`config.mk`:
```
export PLATFORM = sky130hd
export DESIGN_NAME = ext_pipe_flat
export DESIGN_NICKNAME = d
export VERILOG_FILES = /design/src/rtl/ext_pipe_if.sv /design/src/rtl/ext_pipe.sv /design/src/flat_wrapper.sv
export SDC_FILE = /design/constraint.sdc
export NUM_CORES = 1
export LEC_CHECK = 0
export CORE_ASPECT_RATIO = 1.5
export CORE_MARGIN = 2
export CORE_UTILIZATION = 30
export CTS_BUF_LIST = sky130_fd_sc_hd__clkbuf_8
export CTS_CLUSTER_SIZE = 16
export DETAILED_ROUTE_END_ITERATION = 8
export DONT_BUFFER_PORTS = 1
export HOLD_SLACK_MARGIN = 0.06
export SLEW_MARGIN = 20
export SYNTH_ARGS = -nofsm -noshare
export SYNTH_HDL_FRONTEND = slang
export SYNTH_SLANG_ARGS = --single-unit
```
`constraint.sdc`:
```
create_clock -name clk -period 1.6 [get_ports clk]
set_input_delay 0.32 -clock clk [delete_from_list [all_inputs] [get_ports clk]]
set_output_delay 0.32 -clock clk [all_outputs]
set_load 0.03 [all_outputs]
```
`src/rtl/ext_pipe_if.sv`:
```
// Request/result handshake bundle for ext_pipe: decode-side request, ALU-side result,
// and the sticky illegal-mode flag with its clear.
interface ext_pipe_if #(
    parameter int unsigned IMM_W  = 16,
    parameter int unsigned DATA_W = 32,
    parameter int unsigned TAG_W  = 4
);
    logic              in_valid;
    logic              in_ready;
    logic [IMM_W-1:0]  in_imm;
    logic [2:0]        in_mode;
    logic [TAG_W-1:0]  in_tag;
    logic              out_valid;
    logic              out_ready;
    logic [DATA_W-1:0] out_data;
    logic [TAG_W-1:0]  out_tag;
    logic              err;
    logic              err_clr;

    modport master (
        output in_valid, in_imm, in_mode, in_tag, out_ready, err_clr,
        input  in_ready, out_valid, out_data, out_tag, err
    );

    modport slave (
        input  in_valid, in_imm, in_mode, in_tag, out_ready, err_clr,
        output in_ready, out_valid, out_data, out_tag, err
    );
endinterface

```
`src/rtl/ext_pipe.sv`:
```
// Pipelined immediate-extension unit with one-cycle latency and tag pass-through.
// Define EXT_PIPE_SKID_EN for a 2-entry buffer with a registered in_ready.
module ext_pipe #(
    parameter int unsigned IMM_W  = 16,
    parameter int unsigned DATA_W = 32,
    parameter int unsigned TAG_W  = 4
) (
    input logic       clk,
    input logic       rst_n,
    ext_pipe_if.slave bus
);
    localparam int unsigned PadW = DATA_W - IMM_W;

    localparam logic [2:0] ModeSext    = 3'd0;
    localparam logic [2:0] ModeZext    = 3'd1;
    localparam logic [2:0] ModeUpper   = 3'd2;
    localparam logic [2:0] ModeSextSl2 = 3'd3;
    localparam logic [2:0] ModeOnes    = 3'd4;

    logic [DATA_W-1:0] sext_val;
    logic [DATA_W-1:0] ext_data;
    logic              illegal;
    logic              accept;
    logic              err_q;

    always_comb begin
        sext_val = {{PadW{bus.in_imm[IMM_W-1]}}, bus.in_imm};
        ext_data = '0;
        illegal  = 1'b0;
        case (bus.in_mode)
            ModeSext:    ext_data = sext_val;
            ModeZext:    ext_data = {{PadW{1'b0}}, bus.in_imm};
            ModeUpper:   ext_data = {bus.in_imm, {PadW{1'b0}}};
            ModeSextSl2: ext_data = sext_val << 2;
            ModeOnes:    ext_data = {{PadW{1'b1}}, bus.in_imm};
            default:     illegal  = 1'b1;
        endcase
    end

    // Set on an illegal acceptance beats a simultaneous clear.
    always_ff @(posedge clk or negedge rst_n) begin
        if (!rst_n) begin
            err_q <= 1'b0;
        end else if (accept && illegal) begin
            err_q <= 1'b1;
        end else if (bus.err_clr) begin
            err_q <= 1'b0;
        end
    end

    assign bus.err = err_q;

`ifdef EXT_PIPE_SKID_EN
    logic [1:0]        cnt_q, cnt_d;
    logic              in_ready_q;
    logic [DATA_W-1:0] data0_q, data0_d, data1_q, data1_d;
    logic [TAG_W-1:0]  tag0_q, tag0_d, tag1_q, tag1_d;
    logic              pop;

    assign accept = bus.in_valid && in_ready_q;
    assign pop    = (cnt_q != 2'd0) && bus.out_ready;

    // Slot 0 is always the head; slot 1 only fills behind a stalled head.
    always_comb begin
        cnt_d   = cnt_q;
        data0_d = data0_q;
        data1_d = data1_q;
        tag0_d  = tag0_q;
        tag1_d  = tag1_q;
        case ({accept, pop})
            2'b10: begin
                if (cnt_q == 2'd0) begin
                    data0_d = ext_data;
                    tag0_d  = bus.in_tag;
                end else begin
                    data1_d = ext_data;
                    tag1_d  = bus.in_tag;
                end
                cnt_d = cnt_q + 2'd1;
            end
            2'b01: begin
                data0_d = data1_q;
                tag0_d  = tag1_q;
                cnt_d   = cnt_q - 2'd1;
            end
            2'b11: begin
                // Only reachable with exactly one entry held.
                data0_d = ext_data;
                tag0_d  = bus.in_tag;
            end
            default: ;
        endcase
    end

    always_ff @(posedge clk or negedge rst_n) begin
        if (!rst_n) begin
            cnt_q      <= 2'd0;
            in_ready_q <= 1'b1;
            data0_q    <= '0;
            data1_q    <= '0;
            tag0_q     <= '0;
            tag1_q     <= '0;
        end else begin
            cnt_q      <= cnt_d;
            in_ready_q <= (cnt_d != 2'd2);
            data0_q    <= data0_d;
            data1_q    <= data1_d;
            tag0_q     <= tag0_d;
            tag1_q     <= tag1_d;
        end
    end

    assign bus.in_ready  = in_ready_q;
    assign bus.out_valid = (cnt_q != 2'd0);
    assign bus.out_data  = data0_q;
    assign bus.out_tag   = tag0_q;
`else
    logic              valid_q;
    logic [DATA_W-1:0] data_q;
    logic [TAG_W-1:0]  tag_q;
    logic              in_ready;

    assign in_ready = !valid_q || bus.out_ready;
    assign accept   = bus.in_valid && in_ready;

    always_ff @(posedge clk or negedge rst_n) begin
        if (!rst_n) begin
            valid_q <= 1'b0;
            data_q  <= '0;
            tag_q   <= '0;
        end else if (accept) begin
            valid_q <= 1'b1;
            data_q  <= ext_data;
            tag_q   <= bus.in_tag;
        end else if (bus.out_ready) begin
            valid_q <= 1'b0;
        end
    end

    assign bus.in_ready  = in_ready;
    assign bus.out_valid = valid_q;
    assign bus.out_data  = data_q;
    assign bus.out_tag   = tag_q;
`endif
endmodule

```
`src/flat_wrapper.sv`:
```
// flat-port wrapper written by rule: the top's interface ports become plain ports
module ext_pipe_flat 
#(
    parameter int unsigned IMM_W  = 16,
    parameter int unsigned DATA_W = 32,
    parameter int unsigned TAG_W  = 4
)
  (clk, rst_n, bus_in_valid, bus_in_imm, bus_in_mode, bus_in_tag, bus_out_ready, bus_err_clr, bus_in_ready, bus_out_valid, bus_out_data, bus_out_tag, bus_err);
  ext_pipe_if #(.IMM_W(IMM_W), .DATA_W(DATA_W), .TAG_W(TAG_W)) bus_i ();
  input logic clk;
  input logic rst_n;
  input wire logic [$bits(bus_i.in_valid)-1:0] bus_in_valid;
  input wire logic [$bits(bus_i.in_imm)-1:0] bus_in_imm;
  input wire logic [$bits(bus_i.in_mode)-1:0] bus_in_mode;
  input wire logic [$bits(bus_i.in_tag)-1:0] bus_in_tag;
  input wire logic [$bits(bus_i.out_ready)-1:0] bus_out_ready;
  input wire logic [$bits(bus_i.err_clr)-1:0] bus_err_clr;
  output wire logic [$bits(bus_i.in_ready)-1:0] bus_in_ready;
  output wire logic [$bits(bus_i.out_valid)-1:0] bus_out_valid;
  output wire logic [$bits(bus_i.out_data)-1:0] bus_out_data;
  output wire logic [$bits(bus_i.out_tag)-1:0] bus_out_tag;
  output wire logic [$bits(bus_i.err)-1:0] bus_err;
  assign bus_i.in_valid = bus_in_valid;
  assign bus_i.in_imm = bus_in_imm;
  assign bus_i.in_mode = bus_in_mode;
  assign bus_i.in_tag = bus_in_tag;
  assign bus_i.out_ready = bus_out_ready;
  assign bus_i.err_clr = bus_err_clr;
  assign bus_in_ready = bus_i.in_ready;
  assign bus_out_valid = bus_i.out_valid;
  assign bus_out_data = bus_i.out_data;
  assign bus_out_tag = bus_i.out_tag;
  assign bus_err = bus_i.err;
  ext_pipe #(.IMM_W(IMM_W), .DATA_W(DATA_W), .TAG_W(TAG_W)) u_core (.clk(clk), .rst_n(rst_n), .bus(bus_i));
endmodule
```
==> run_summary.xml <==
<?xml version="1.0" encoding="UTF-8"?>
<metrics>
  <group name="outcome">
    <metric name="status" unit="">finished clean</metric>
  </group>
  <group name="sta">
    <metric name="setup_repair_after_global_routing_missed_its_margin" unit="">false</metric>
    <metric name="setup-violations-final" unit="">0</metric>
    <metric name="tns" unit="ps">0</metric>
    <metric name="fmax" unit="GHz">0.709</metric>
    <metric name="finClkSkew" unit="ps">2.72</metric>
    <metric name="final_period_minus_worst_setup_slack" unit="ps">1410</metric>
    <metric name="transition_time_of_the_tightest_slew_check_pin" unit="ps">633</metric>
    <metric name="drv_slew" unit="">0</metric>
    <metric name="finalHoldWorstSlack" unit="ps">138</metric>
    <metric name="post-route-period-util" unit="%">88.2</metric>
    <metric name="final_ws_setup" unit="ps">189</metric>
    <metric name="relSlewSlack" unit="%">57.8</metric>
    <metric name="final-hold-violation-count" unit="">0</metric>
  </group>
  <group name="setup_path">
    <metric name="slowest_cell_on_the_critical_path" unit="">dfrtp_2</metric>
    <metric name="critPathCaptureType" unit="">primary output</metric>
    <metric name="arrival" unit="ps">1090</metric>
    <metric name="timing.critical_path.cells" unit="">nor2b_4, inv_2, buf_4</metric>
    <metric name="path_delay_family" unit="">flip-flops</metric>
    <metric name="critical_path_buf_inv_count" unit="">2</metric>
    <metric name="worstPathMaxFanout" unit="">4</metric>
    <metric name="worst-path-stages" unit="">3</metric>
    <metric name="required_arrival_time_at_the_worst_endpoint" unit="ps">1280</metric>
    <metric name="r2r_cells" unit="">5</metric>
    <metric name="crit_path_start_kind" unit="">register</metric>
    <metric name="cpPeakStageDelay" unit="ps">410</metric>
    <metric name="critPathKind" unit="">reg -&gt; out</metric>
  </group>
  <group name="clock_tree">
    <metric name="clock_latency_on_the_worst_skew_pair" unit="ps">290</metric>
    <metric name="clock_tree.root_cell" unit="">clkbuf_8</metric>
    <metric name="cts_made_buffers" unit="">5</metric>
    <metric name="cts_tree" unit="">yes</metric>
    <metric name="holdBufCountCts" unit="">2</metric>
    <metric name="cts_post_setup_buffers_inserted" unit="">0</metric>
    <metric name="cts_resized" unit="">0</metric>
    <metric name="cts.clk_slew.worst_paths" unit="ps">70</metric>
    <metric name="clock_sink_count" unit="">38</metric>
    <metric name="clock_path_buffers" unit="">2</metric>
    <metric name="htreeDepth" unit="">2</metric>
  </group>
  <group name="finish">
    <metric name="filler_cell_count" unit="">637</metric>
    <metric name="final_net_count" unit="">181</metric>
    <metric name="final_cells" unit="">230</metric>
    <metric name="area_delta_synth_final" unit="%">8.72</metric>
    <metric name="layout.core_utilization" unit="%">33.4</metric>
    <metric name="finish.instance_area" unit="sq um">2150</metric>
    <metric name="diodes_inserted" unit="">0</metric>
    <metric name="final_layout_size_suffix_gt1_share" unit="%">31.2</metric>
  </group>
  <group name="logic_synthesis">
    <metric name="number_of_synthesis_warnings" unit="">0</metric>
    <metric name="ys_dominant_reg_cell" unit="">dfrtp_1</metric>
    <metric name="synth_cells" unit="">154</metric>
    <metric name="post_synth_main_area_contributors" unit="">dfrtp_1 (48%), o2bb2ai_1 (6.6%), a211oi_2 (5.7%)</metric>
    <metric name="postSynthRegisterBits" unit="">38</metric>
    <metric name="post_synth_most_frequent_cells" unit="">dfrtp_1 (38), o2bb2ai_1 (15), a21boi_0 (14)</metric>
    <metric name="synth_seq_area_share" unit="%">48.0</metric>
    <metric name="syn_std_cell_area" unit="sq um">1980</metric>
    <metric name="synth_top_cell_by_area" unit="">dfrtp_1</metric>
    <metric name="synth.most_common_cell" unit="">dfrtp_1</metric>
    <metric name="synth_top_cell_area_share" unit="%">48.0</metric>
    <metric name="async_sr_flop_fraction" unit="%">100</metric>
    <metric name="net_count_of_the_mapped_netlist" unit="">182</metric>
    <metric name="number_of_enable_flip_flop_cells_after_synthesis" unit="">0</metric>
    <metric name="synth.avg_cell_area" unit="sq um">12.9</metric>
    <metric name="synthDistinctLibCells" unit="">31</metric>
  </group>
  <group name="power">
    <metric name="cellLeakagePower" unit="nW">0.862</metric>
    <metric name="worst_ir_drop_vdd" unit="mV">0.310</metric>
    <metric name="p_per_area" unit="nW/um^2">1140</metric>
    <metric name="power" unit="mW">2.45</metric>
  </group>
  <group name="routing">
    <metric name="wl" unit="mm">5.11</metric>
    <metric name="drc" unit="">0</metric>
    <metric name="drt_first_pass_iters" unit="">4</metric>
    <metric name="via_count" unit="">1345</metric>
    <metric name="final_antenna_net_count" unit="">0</metric>
    <metric name="avgViaCountPerCell" unit="">5.85</metric>
    <metric name="detail_route.wl_per_cell" unit="um">22.2</metric>
    <metric name="drt_first_iter_violations" unit="">44</metric>
  </group>
  <group name="placed_design">
    <metric name="hpwlAfterDp" unit="mm">4.03</metric>
    <metric name="finalWeightedCongestion" unit="">0.733</metric>
    <metric name="placedCellCount" unit="">220</metric>
    <metric name="detailedPlace.worstSlack" unit="ps">219</metric>
    <metric name="place_area" unit="sq um">2010</metric>
    <metric name="port_buffers" unit="">0</metric>
  </group>
  <group name="floorplanning">
    <metric name="die-height" unit="um">103</metric>
    <metric name="ioPinCount" unit="">67</metric>
    <metric name="die_wd" unit="um">70.3</metric>
    <metric name="fp.coreArea" unit="sq um">6440</metric>
    <metric name="floorplan.rows" unit="">36</metric>
    <metric name="die_area" unit="sq um">7280</metric>
    <metric name="floorplan.initialDensity" unit="%">30.7</metric>
  </group>
  <group name="hold_path">
    <metric name="hold_path_class" unit="">in -&gt; reg</metric>
    <metric name="min_delay_path_depth" unit="">1</metric>
  </group>
  <group name="global_routing">
    <metric name="grtUsageTotal" unit="%">14.7</metric>
    <metric name="grt_pass1_vias" unit="">1470</metric>
    <metric name="grt_start_max_net_pins" unit="">39</metric>
    <metric name="grt_antenna_before_repair" unit="">0</metric>
    <metric name="grt_pass1_wl" unit="mm">8.21</metric>
    <metric name="overflow" unit="">0</metric>
  </group>
  <group name="job">
    <metric name="max-cap-violations" unit="">0</metric>
  </group>
</metrics>
## report_power, final
part	internal (mW)	switching, mW
logic	0.164	0.146
clock network	0.435	0.320
registers	1.07	0.315
## final timing paths
| path | slack (ps) | from | to |
|---|---|---|---|
| worst min register to register | 710 | u_core.bus.err$_DFFE_PN0P_ | u_core.bus.err$_DFFE_PN0P_ |
| worst max-delay path | 190 | u_core.bus.out_valid$_DFFE_PN0P_ | bus_in_ready |
| worst min-delay path | 140 | bus_err_clr | u_core.bus.err$_DFFE_PN0P_ |
| min in group asynchronous | 530 | rst_n | u_core.bus.out_data[11]$_DFFE_PN0P_ |
| max in group asynchronous | 880 | rst_n | u_core.bus.out_valid$_DFFE_PN0P_ |
| worst max register to register | 190 | u_core.bus.out_valid$_DFFE_PN0P_ | u_core.bus.out_data[28]$_DFFE_PN0P_ |
## layout by cell type, fill, tap and decap left out, types with 2 or more instances in the layout
master	synthesis	routed
a211oi_2	9	9
nor4bb_1	9	9
o2bb2ai_1	15	15
dfrtp_1	38	37
a221o_2	4	4
a21boi_0	14	14
o21ai_0	3	3
mux2_2	5	5
nand2_1	2	2
a221o_1	10	10
buf_4	3	9
a211oi_1	5	5
a22o_1	2	2
clkbuf_8	0	8
and4bb_2	5	5
inv_2	2	2
## routing by layer
layer	track usage [%]	wire, um	vias to the layer above
li1	-	-	611
met1	13.3	1630	683
met2	28.5	2950	41
met3	5.14	392	10
met4	7.40	132	0
met5	0	0	-
## sequential cells by signal (all words and copies together) (netlist names)
signal and cells:
u_core.bus.out_valid 1, u_core.bus.err 1, u_core.bus.out_tag 4, u_core.bus.out_data 32
## kinds of logic (layout without fill, tap and decap cells)
group / after synthesis / after routing / share of synthesized area, %
compound gates: 66 / 66 / 30.8
flops: 38 / 38 / 48.0
mux: 5 / 5 / 2.84
buf+inv: 22 / 22 / 7.21
simple gates: 23 / 23 / 11.1
## cell type report
cell class                 count  area [sq um]  share of cell area [%]
tap                           76          95.1                    4.42
clock buffer                   8           110                    5.12
inverter                       3          11.3                   0.523
sequential                    38           952                    44.2
multi-input combinational     94           886                    41.2
timing repair buffer          11          97.6                    4.53
Power figures use the tool's default switching activity.
